[config.mk]
export PLATFORM = sky130hd
export DESIGN_NAME = ex_mem_stage_reg
export DESIGN_NICKNAME = d
export VERILOG_FILES = /design/src/rtl/ex_mem_stage_reg.sv
export SDC_FILE = /design/constraint.sdc
export NUM_CORES = 1
export LEC_CHECK = 0
export ABC_AREA = 1
export CAP_MARGIN = 20
export CORE_AREA = 5 5 182 149
export DETAILED_ROUTE_END_ITERATION = 10
export DIE_AREA = 0 0 187 154
export PLACE_DENSITY = 0.78
export SYNTH_ARGS = -nofsm -noshare
export SYNTH_HDL_FRONTEND = slang
export SYNTH_SLANG_ARGS = --single-unit
[constraint.sdc]
create_clock -name clk -period 4.3 [get_ports clk]
set_clock_uncertainty 0.15 [all_clocks]
set_input_delay 0.86 -clock clk [delete_from_list [all_inputs] [get_ports clk]]
set_output_delay 0.86 -clock clk [all_outputs]
set_load 0.01 [all_outputs]
[src/rtl/ex_mem_stage_reg.sv]
// ---------------------------------------------------------------------------
// ex_mem_stage_reg
//
// EX/MEM pipeline register with valid/ready flow control. It holds a main
// entry (M), which drives the outputs, and one skid entry (S). Because of
// the skid entry, in_ready can come straight from a flop: when MEM stalls,
// the one result EX already launched lands in S instead of being lost.
// A synchronous flush clears both valid bits and leaves the data contents
// alone.
//
// Optional feature (macro STAGE_PERF_CNT_EN): adds saturating stall and
// bubble counters (stall_cnt, bubble_cnt) of width CNT_W.
//
// Parameters:
//   XLEN   width of pc / alu result / branch target / store data
//   REGW   width of destination register index
//   CNT_W  counter width (only with STAGE_PERF_CNT_EN)
//
// Ports:
//   clk, rst_n          clock (rising edge), async active-low reset
//   flush               squash all held entries at the next edge
//   in_valid/in_ready   EX-side handshake (in_ready is registered)
//   pcE..writeregE      execute-stage fields
//   out_valid/out_ready MEM-side handshake
//   pcM..writeregM      fields of the head entry
//   stall_cnt           cycles with out_valid & !out_ready (optional)
//   bubble_cnt          cycles with !out_valid (optional)
// ---------------------------------------------------------------------------
module ex_mem_stage_reg #(
  parameter int XLEN = 32,
  parameter int REGW = 5
`ifdef STAGE_PERF_CNT_EN
  ,
  parameter int CNT_W = 16
`endif
) (
  input  logic            clk,
  input  logic            rst_n,
  input  logic            flush,
  input  logic            in_valid,
  output logic            in_ready,
  input  logic [XLEN-1:0] pcE,
  input  logic [XLEN-1:0] aluresultE,
  input  logic            zero_flagE,
  input  logic [XLEN-1:0] bj_targetE,
  input  logic [XLEN-1:0] WriteDataE,
  input  logic [REGW-1:0] writeregE,
  output logic            out_valid,
  input  logic            out_ready,
  output logic [XLEN-1:0] pcM,
  output logic [XLEN-1:0] aluoutM,
  output logic            zero_flagM,
  output logic [XLEN-1:0] bj_targetM,
  output logic [XLEN-1:0] WriteDataM,
  output logic [REGW-1:0] writeregM
`ifdef STAGE_PERF_CNT_EN
  ,
  output logic [CNT_W-1:0] stall_cnt,
  output logic [CNT_W-1:0] bubble_cnt
`endif
);

  // All fields travel together as one packed entry.
  localparam int EW = 4 * XLEN + 1 + REGW;

  // State is just the pair of valid bits {s_valid, m_valid}. S is only
  // ever filled while M is valid, so 2'b10 cannot occur.
  localparam logic [1:0] ST_EMPTY = 2'b00;
  localparam logic [1:0] ST_ONE   = 2'b01;
  localparam logic [1:0] ST_FULL  = 2'b11;

  logic          m_valid;
  logic          s_valid;
  logic          in_ready_q;
  logic [EW-1:0] m_data;
  logic [EW-1:0] s_data;
  logic [EW-1:0] in_data;
  logic [1:0]    state;
  logic          accept;
  logic          drain;

  assign state   = {s_valid, m_valid};
  assign in_data = {pcE, aluresultE, zero_flagE, bj_targetE, WriteDataE, writeregE};
  assign accept  = in_valid & in_ready_q;
  assign drain   = m_valid & out_ready;

  assign in_ready  = in_ready_q;
  assign out_valid = m_valid;
  assign {pcM, aluoutM, zero_flagM, bj_targetM, WriteDataM, writeregM} = m_data;

  // Entry storage and flow control. in_ready_q is updated alongside the
  // valid bits so that it always equals "state is not FULL" and never
  // depends combinationally on out_ready. Flush wins over accept and drain
  // and only touches the valid bits.
  always_ff @(posedge clk or negedge rst_n) begin
    if (!rst_n) begin
      m_valid    <= 1'b0;
      s_valid    <= 1'b0;
      in_ready_q <= 1'b1;
      m_data     <= '0;
      s_data     <= '0;
    end else if (flush) begin
      m_valid    <= 1'b0;
      s_valid    <= 1'b0;
      in_ready_q <= 1'b1;
    end else begin
      case (state)
        ST_EMPTY: begin
          if (accept) begin
            m_data  <= in_data;
            m_valid <= 1'b1;
          end
        end
        ST_ONE: begin
          if (accept && drain) begin
            m_data <= in_data;
          end else if (accept) begin
            // MEM is stalled: park the new entry in the skid slot and
            // stop EX for the following cycles.
            s_data     <= in_data;
            s_valid    <= 1'b1;
            in_ready_q <= 1'b0;
          end else if (drain) begin
            m_valid <= 1'b0;
          end
        end
        ST_FULL: begin
          // in_ready is low here, so only a drain can move things.
          if (drain) begin
            m_data     <= s_data;
            s_valid    <= 1'b0;
            in_ready_q <= 1'b1;
          end
        end
        default: begin
          // Unreachable encoding; fall back to EMPTY.
          m_valid    <= 1'b0;
          s_valid    <= 1'b0;
          in_ready_q <= 1'b1;
        end
      endcase
    end
  end

`ifdef STAGE_PERF_CNT_EN
  // Saturating performance counters, sampled from the outputs as seen by
  // MEM. They are cleared only by reset and ignore flush.
  always_ff @(posedge clk or negedge rst_n) begin
    if (!rst_n) begin
      stall_cnt  <= '0;
      bubble_cnt <= '0;
    end else begin
      if (m_valid && !out_ready && (stall_cnt != {CNT_W{1'b1}})) begin
        stall_cnt <= stall_cnt + 1'b1;
      end
      if (!m_valid && (bubble_cnt != {CNT_W{1'b1}})) begin
        bubble_cnt <= bubble_cnt + 1'b1;
      end
    end
  end
`endif

endmodule

==> metrics.yaml <==
instances_no_fill: 2178
final_common_cell: "nand2_1"
area_growth_pct: 31.1
relSlewSlack_pct: 42.4
htreeDepth: 1
die_x_um: 187
start_util_pct: 49.2
design_area_mm2: 0.0161
grtUsageTotal_pct: 24.8
avgSynthCellArea_um2: 7.59
synth_area_mm2: 0.0123
ys_ff_latch: 271
hp-class: "in -> async"
via_per_inst: 5.37
clkTransAtPathRegs_ns: 0.06
ir_drop_mv: 0.341
syn-num-nets: 1760
power_mw: 9.36
cts.sinks: 271
final-setup-viol-count: 0
vias: 11700
cts_buffers: 29
clock_latency_ns: 0.54
worst-path-buf-inv: 3
antenna_found_initial: 1
drv_cap: 0
status: "finished, final reports clean"
cts_tree: "yes"
place_inst: 2123
drcViolationCount: 0
crit_path_frequent_cell: "nand2_1"
dieHeight_um: 154
post-route-period-util_pct: 64.9
tightestPinTransition_ns: 0.864
port_buffers: 274
final-max-slew-violation-count: 0
firstDrtPassIters: 5
arrival_ns: 3.12
hold_viol_final: 0
core_mm2: 0.0250
power.density_mw_per_mm2: 580
drive_gt1_share_pct: 4.05
ant_nets: 0
fp.dieArea_mm2: 0.0288
fin_nets: 1970
drtIter0Drc: 1233
cts_setup_buffers: 0
final_cell_mix: "951 x nand2_1, 273 x clkdlybuf4s50_1, 272 x nand3_1, 270 x dfrtp_1, 29 x clkbuf_16"
synth_warnings: 0
rsz0062_at_grt: "false"
io_pins: 275
fmax_ghz: 0.358
clk_path_buf_depth: 3
num_rows: 52
grt_pass1_vias: 11200
synthCells: 1621
cp-start-kind: "flip-flop"
path_max_fanout: 82
path_class: "reg -> reg"
cts.root.buffer_cell: "clkbuf_16"
crit_path_end_kind: "flip-flop"
post_cts_resized: 0
ys_types: 15
cp_slowest_cell: "dfrtp_1"
grt_max_degree: 136
dpl-instance-area_mm2: 0.0152
cpLargestDelayFamily: "buffers and inverters"
fin_crit_ns: 2.79
p_leak_nw: 8.50
place_hpwl_mm: 22.1
r2r_slack_ns: 1.51
max_stage_delay_ns: 0.53
cts_hold_buf: 0
path_cells: "nand2_4 > inv_4 > buf_16 > buf_4 > nand2_1 > nand2_1 > nand3_1 > nand2_1"
wirelength_mm: 36.7
grt_pass1_wl_mm: 59.7
seq_area_frac_synth_pct: 55.2
place_congestion: 0.838
grt-ovfl-total: 0
finalSetupTns_ns: 0
required_ns: 4.63
routedWlPerCell_um: 16.9
-- registers in the layout, indices dropped and copies added, names as in the netlist --
name	flops
m_data	134
s_valid	1
s_data	134
out_valid	1
in_ready	1
-- final cells by class --
class	count	area, um2
Inverter	5	23.8
Sequential cell	271	6780
Clock buffer	43	838
Fill cell	2104	8870
Tap cell	324	405
Antenna cell	1	2.50
Clock inverter	10	82.6
Multi-Input combinational cell	1232	5020
Timing Repair Buffer	292	2970
-- per-layer routing --
metal | vias up | routed length, um | global-route usage (%)
li1 | 5507 | - | -
met1 | 5590 | 16200 | 36.6
met2 | 527 | 16400 | 37.7
met3 | 66 | 3250 | 5.39
met4 | 0 | 877 | 6.20
met5 | - | 0 | 0
-- kinds of logic (layout without fill, tap and decap cells) --
logic type	count (synthesis)	count (layout)	synth area share (%)
flops	271	271	55.2
other cells	0	1	0
simple gates	1229	1229	40.4
compound gates	3	3	0.142
buf+inv	118	350	4.24
-- through the flow --
step                hold WS [ns]  worst slack (ns)  util, %
floorplan                  0.292              2.40        -
CTS                        0.190              1.25     64.4
finish                     0.183              1.51     64.5
detailed placement         0.308              1.01     60.7
global placement           0.303              1.06     60.7
global route               0.223              1.32     64.5
-- synthesized netlist by cell type (all sizes together) --
master / number / area, um2
dfstp: 1 / 26.3
nor2: 1 / 11.3
dfrtp: 270 / 6760
inv: 5 / 18.8
clkbuf: 45 / 169
buf: 68 / 334
o21ai: 1 / 5.00
nand3: 272 / 1360
o31ai: 1 / 7.51
nand2: 956 / 3600
a21oi: 1 / 5.00
-- where the power goes --
part / switching [mW] / leakage (nW) / total, mW / internal [mW]
logic: 1.42 / 4.64 / 2.76 / 1.34
registers: 0.605 / 3.40 / 4.18 / 3.57
clock network: 1.01 / 0.461 / 2.42 / 1.41
total: 3.03 / 8.50 / 9.36 / 6.32
-- final timing paths --
kind,from,to,cells past startpoint
hold reg to reg,m_data[85],m_data[85],2
hold / removal,rst_n,m_data[90],1
setup reg to reg,out_valid,m_data[5],8
min in group clk,m_data[85],m_data[85],2
setup / recovery,out_valid,m_data[5],8
max in group asynchronous,rst_n,in_ready,2
Power figures use the tool's default switching activity.
